`config.mk`:
```
export PLATFORM = sky130hd
export DESIGN_NAME = fifo_skew_reader
export DESIGN_NICKNAME = d
export VERILOG_FILES = /design/src/rtl/fifo_skew_reader.sv
export SDC_FILE = /design/constraint.sdc
export NUM_CORES = 1
export LEC_CHECK = 0
export CELL_PAD_IN_SITES_DETAIL_PLACEMENT = 0
export CELL_PAD_IN_SITES_GLOBAL_PLACEMENT = 1
export CORE_ASPECT_RATIO = 0.5
export CORE_UTILIZATION = 25
export CTS_CLUSTER_DIAMETER = 120
export DETAILED_ROUTE_END_ITERATION = 16
export GPL_TIMING_DRIVEN = 1
export PLACE_DENSITY_LB_ADDON = 0.1
export SYNTH_ARGS = -nofsm -noshare
export SYNTH_HDL_FRONTEND = slang
export SYNTH_SLANG_ARGS = --single-unit
```
`constraint.sdc`:
```
create_clock -name r_clk -period 3.7 [get_ports r_clk]
set_input_delay 1.11 -clock r_clk [delete_from_list [all_inputs] [get_ports r_clk]]
set_output_delay 1.11 -clock r_clk [all_outputs]
set_load 0.05 [all_outputs]
```
`src/rtl/fifo_skew_reader.sv`:
```
// -----------------------------------------------------------------------------
// fifo_skew_reader
//
// Read-side sequencer for the per-lane FIFO array feeding the systolic array.
// It drains one tile of row_len words from each of array_size lanes.
// Lane i starts one step after lane i-1, which forms the diagonal wavefront
// that the PE rows expect. All lanes advance in lock-step. If any active lane
// is empty, every lane stalls for that cycle.
//
// Build option:
//   SKEW_READER_ZERO_PAD_EN
//     Defined   : dataOut lane i is driven to zero whenever valid[i] is low.
//     Undefined : dataOut lane i holds its last captured word.
//
// Ports:
//   r_clk    in  1                     clock, rising edge
//   clear    in  1                     synchronous active-high reset
//   start    in  1                     begin one tile (sampled in IDLE only)
//   empty    in  array_size            per-lane FIFO empty flags
//   dataIn   in  array_size*data_size  per-lane FIFO read data
//   r_en     out array_size            per-lane FIFO read enable (combinational)
//   dataOut  out array_size*data_size  registered skewed data to PE rows
//   valid    out array_size            registered per-lane data valid
//   busy     out 1                     high from first RUN cycle through DRAIN
//   done     out 1                     one-cycle pulse in DRAIN
// -----------------------------------------------------------------------------
module fifo_skew_reader #(
    parameter int data_size  = 8,
    parameter int array_size = 9,
    parameter int row_len    = 9,
    parameter int cnt_width  = 5
) (
    input  logic                             r_clk,
    input  logic                             clear,
    input  logic                             start,
    input  logic [array_size-1:0]            empty,
    input  logic [array_size*data_size-1:0]  dataIn,
    output logic [array_size-1:0]            r_en,
    output logic [array_size*data_size-1:0]  dataOut,
    output logic [array_size-1:0]            valid,
    output logic                             busy,
    output logic                             done
);

    // Number of wavefront steps in one tile.
    localparam int                   S         = row_len + array_size - 1;
    localparam logic [cnt_width-1:0] LAST_STEP = cnt_width'(S - 1);

    typedef enum logic [1:0] {
        IDLE  = 2'd0,
        RUN   = 2'd1,
        DRAIN = 2'd2
    } state_t;

    state_t                          r_state;
    state_t                          w_state_nxt;
    logic [cnt_width-1:0]            r_step;
    logic [cnt_width-1:0]            w_step_nxt;
    logic [array_size-1:0]           w_active;
    logic                            w_stall;
    logic [array_size-1:0]           r_valid;
    logic [array_size*data_size-1:0] r_data;

    // A lane is inside its read window while 0 <= step - lane < row_len.
    // The comparison is done in int so step - lane cannot wrap.
    function automatic logic lane_active(input logic [cnt_width-1:0] step,
                                         input int lane);
        int s;
        s = int'(step);
        return (s >= lane) && ((s - lane) < row_len);
    endfunction

    always_comb begin
        w_active = '0;
        for (int i = 0; i < array_size; i++) begin
            w_active[i] = lane_active(r_step, i);
        end
    end

    // Empty flags only matter on lanes inside their window.
    // A lane that has not started, or has finished, never stalls the array.
    assign w_stall = (r_state == RUN) && (|(w_active & empty));
    assign r_en    = ((r_state == RUN) && !w_stall) ? w_active : '0;

    assign busy    = (r_state != IDLE);
    assign done    = (r_state == DRAIN);
    assign valid   = r_valid;
    assign dataOut = r_data;

    // Next-state logic and step counter
    always_comb begin
        w_state_nxt = r_state;
        w_step_nxt  = r_step;
        case (r_state)
            IDLE: begin
                if (start) begin
                    w_state_nxt = RUN;
                    w_step_nxt  = '0;
                end
            end
            RUN: begin
                // The step only moves on issuing cycles.
                // A stall on the last step therefore postpones DRAIN.
                if (!w_stall) begin
                    if (r_step == LAST_STEP) begin
                        w_state_nxt = DRAIN;
                        w_step_nxt  = '0;
                    end else begin
                        w_step_nxt = r_step + cnt_width'(1);
                    end
                end
            end
            DRAIN: begin
                w_state_nxt = IDLE;
            end
            default: begin
                w_state_nxt = IDLE;
                w_step_nxt  = '0;
            end
        endcase
    end

    // Control registers
    always_ff @(posedge r_clk) begin
        if (clear) begin
            r_state <= IDLE;
            r_step  <= '0;
        end else begin
            r_state <= w_state_nxt;
            r_step  <= w_step_nxt;
        end
    end

    // Output registers.
    // A word read in this cycle is captured at the closing edge. It is
    // presented together with its valid bit in the following cycle.
    always_ff @(posedge r_clk) begin
        if (clear) begin
            r_valid <= '0;
            r_data  <= '0;
        end else begin
            r_valid <= r_en;
            for (int i = 0; i < array_size; i++) begin
                if (r_en[i]) begin
                    r_data[i*data_size +: data_size] <= dataIn[i*data_size +: data_size];
                end else begin
`ifdef SKEW_READER_ZERO_PAD_EN
                    r_data[i*data_size +: data_size] <= '0;
`else
                    r_data[i*data_size +: data_size] <= r_data[i*data_size +: data_size];
`endif
                end
            end
        end
    end

endmodule
```
==> impl_results.md <==
- RSZ-0062 raised after global routing: yes
- Hold_buf cts: 0
- GRT overflow: 0
- # IOs: 176
- Crit start category: register
- CTS tree: done
- Dominant cell type by area after synthesis: dfxtp_1
- Post-synthesis cell type count: 60
- Top FF cell, synth: dfxtp_1
- Drt via density: 4.31
- Residual DRC count: 0
- Vias in the first global route: between 4000 and 5000
- Maximum clock frequency: roughly 0.26 GHz
- Final hold vios: 0
- Failing checks: setup timing
- Mapped Cells: about 500
- Placer Congestion: approximately 0.8
- Core ar.: roughly 18000 um^2
- Syn_area_per_cell: 9.28 um^2
- Setup ws final: -0.220 ns
- Crit path time final: about 4 ns
- R2R Setup Slk: a little under 0.8 ns
- Slew Viols, Final: 0
- Ant. Diodes: 0
- Design Power: roughly 2.5 mW
- Setup violators final: 9
- Period Utilization, post-route: 106%
- Synthesis-stage register bit count: between 80 and 90
- Sink Count: 88
- P&R area growth vs syn: 67.7%
- Asr flop ratio synth: 0%
- Sequential area share after synthesis: 37.2%
- WL per Instance: between 15 and 20 um
- Max clock buf depth: 2
- EDFF count, synth: 0
- Arr. time, crit path: about 2.8 ns
- Hold WC Path Type: reg -> reg
- Ys Warns: 0
- Critical Path Sink Type: output pin
- Internal power: 1.83 mW
- HPWL after DPL: 11500 um
- Top cell type's share of synthesized area: a little under two fifths
- Max-cap viol count: 0
- Initial antenna violation count: 0
- Psw: ~680 uW
- Outcome: finished with violations
- Die Width: between 150 and 200 um
- Worst EP required: roughly 2.6 ns
- Fillers: around 1900
- Largest net degree at the start of global routing: between 80 and 90
- List of most frequent post-synthesis cells: nand2b_1, dfxtp_1, mux2i_1
- Number of buffers created by CTS: 9
- Die Y: 99.4 um
- Fraction of layout cells with a size suffix above 1: between 20% and 30%
- Combinational Power Share: ~20%
- P_leak: ~3.0 nW
- PD cells: 317 nW/um^2
- Sequential power share: 38.8%
- Total vias in the final route: around 4300
- Fin Hold WS: 0.472 ns
- Initial DRC count: 104
- First-pass detailed-route iteration total: 6
- Root Driver: clkbuf_16
- Critical path class: reg -> out
- Max Clock Skew: ~0.008 ns
- GR Util All Layers: ~16%
- Post-route ant nets: 0
- Routed WL: approximately 15000 um
- Die area: ~20000 um^2
- Most common cell in the netlist: nand2b_1
- Largest cells by area after synthesis: dfxtp_1, nand2b_1, mux2i_1
- Setup Slack @ Placement: -0.486 ns
- Initial Util: between 20% and 30%
- Maximum vdd drop: slightly above 0.2 mV
- Syn Nets: slightly above 600
- Clk slew on worst S/H paths: 0.07 ns
- Worst-margin pin slew: between 0.6 and 0.7 ns
- CP max FO: 7
- Sw frac: between 20 and 30%
- Port bufs: 175
- CTS H-tree depth: 3
- Number of nets in the final layout: just over 800
- First-pass GRT wire length: 23900 um
- Rows: 35
- Slew HR: between 50% and 60%
- Clock latency on the worst-skew pair: roughly 0.35 ns
- Clock power share: 40.9%
- Cell area after synthesis: between 4000 and 5000 um^2
## power by group through the flow
stage / clock (mW) / combinational, mW / sequential (mW)
floorplan: 0 / 0.202 / 1.05
global placement: 0 / 0.473 / 1.00
detailed placement: 0 / 0.470 / 1.00
CTS: 1.08 / 0.509 / 0.979
global route: 1.11 / 0.546 / 0.980
finish: 1.03 / 0.510 / 0.978
## cell families after synthesis
| logic type | after synthesis | share of synthesized area (%) |
|---|---|---|
| AOI/OAI and AO/OA | 55 | 9.24 |
| muxes | 74 | 15.6 |
| buffers and inverters | 52 | 4.78 |
| xor gates and xnor gates | 2 | 0.369 |
| DFF | 88 | 37.2 |
| and+or+nand+nor | 226 | 29.2 |
| adders and majority gates | 14 | 3.69 |
## sequential cells by signal, summed over array words and instances (netlist names)
register,flops
dataOut,72
r_state,2
r_step,5
valid,9
## worst max-delay path, cell delays in order, from the launching register on
cell and delay (ns):
dfxtp_4 0.39, inv_4 0.05, buf_8 0.14, ha_4 0.17, xor2_2 0.14, a2111o_1 0.45, a221oi_2 0.36, a211oi_4 0.11
buf_4 0.15, and3_4 0.18, and3_4 0.17, buf_12 0.14
## layer usage
| metal | part of all wire (%) | routed length [um] | up-vias | global-route usage, % |
|---|---|---|---|---|
| li1 | - | - | 2161 | - |
| met1 | 47 | 7230 | 2020 | 20.5 |
| met2 | 48 | 7410 | 72 | 26.9 |
| met3 | 3.6 | 556 | 15 | 3.87 |
| met4 | 1.1 | 176 | 0 | 3.40 |
| met5 | 0 | 0 | - | 0 |
## layout make-up
cell class                 count  area (um^2)  area share [%]
sequential                    88         1770            22.3
clock buffer                  10          239            3.01
inverter                      17         73.8           0.928
timing repair buffer         240         2350            29.6
multi-input combinational    371         3100            39.0
tap                          259          324            4.07
clock inverter                 6         90.1            1.13
## worst paths after layout
check                                  from          end  cells after the start
worst max register to register    r_step[2]  dataOut[46]                     13
worst min-delay path            dataOut[11]  dataOut[11]                      2
worst max-delay path              r_step[1]      r_en[4]                     11
worst min register to register  dataOut[11]  dataOut[11]                      2
## through the flow
step | utilization (%) | TNS, ns | cell area, um^2 | instances
after floorplan | - | 0 | 4800 | 511
after global placement | 38.9 | -2.58 | 7190 | 965
after detailed placement | 38.9 | -2.60 | 7190 | 965
after CTS | 42.2 | -2.19 | 7800 | 987
after global routing | 43.0 | -2.73 | 7950 | 991
final | 43.0 | -1.58 | 7950 | 991
## timing repair
item / CTS / global route
setup endpoints to repair: 9 / 9
buffers inserted: 6 / 4
gates resized for setup: 52 / 25
pin swaps: 19 / 20
## cells in the final DEF (no fill, tap or decap), drive strengths merged, types with 4 or more instances in the layout
cell type and n:
o211ai 4, clkdlybuf4s50 160, and3 9, nor2b 5, inv 17, ha 14, dlygate4sd2 4, buf 75
mux2i 74, or3 4, a211oi 4, nor3 6, nand3 6, a21oi 6, clkbuf 10, nand2 18
dfxtp 88, nor2 13, nand2b 146, o21ai 7, o31ai 4
(Power assumes the default switching activity.)
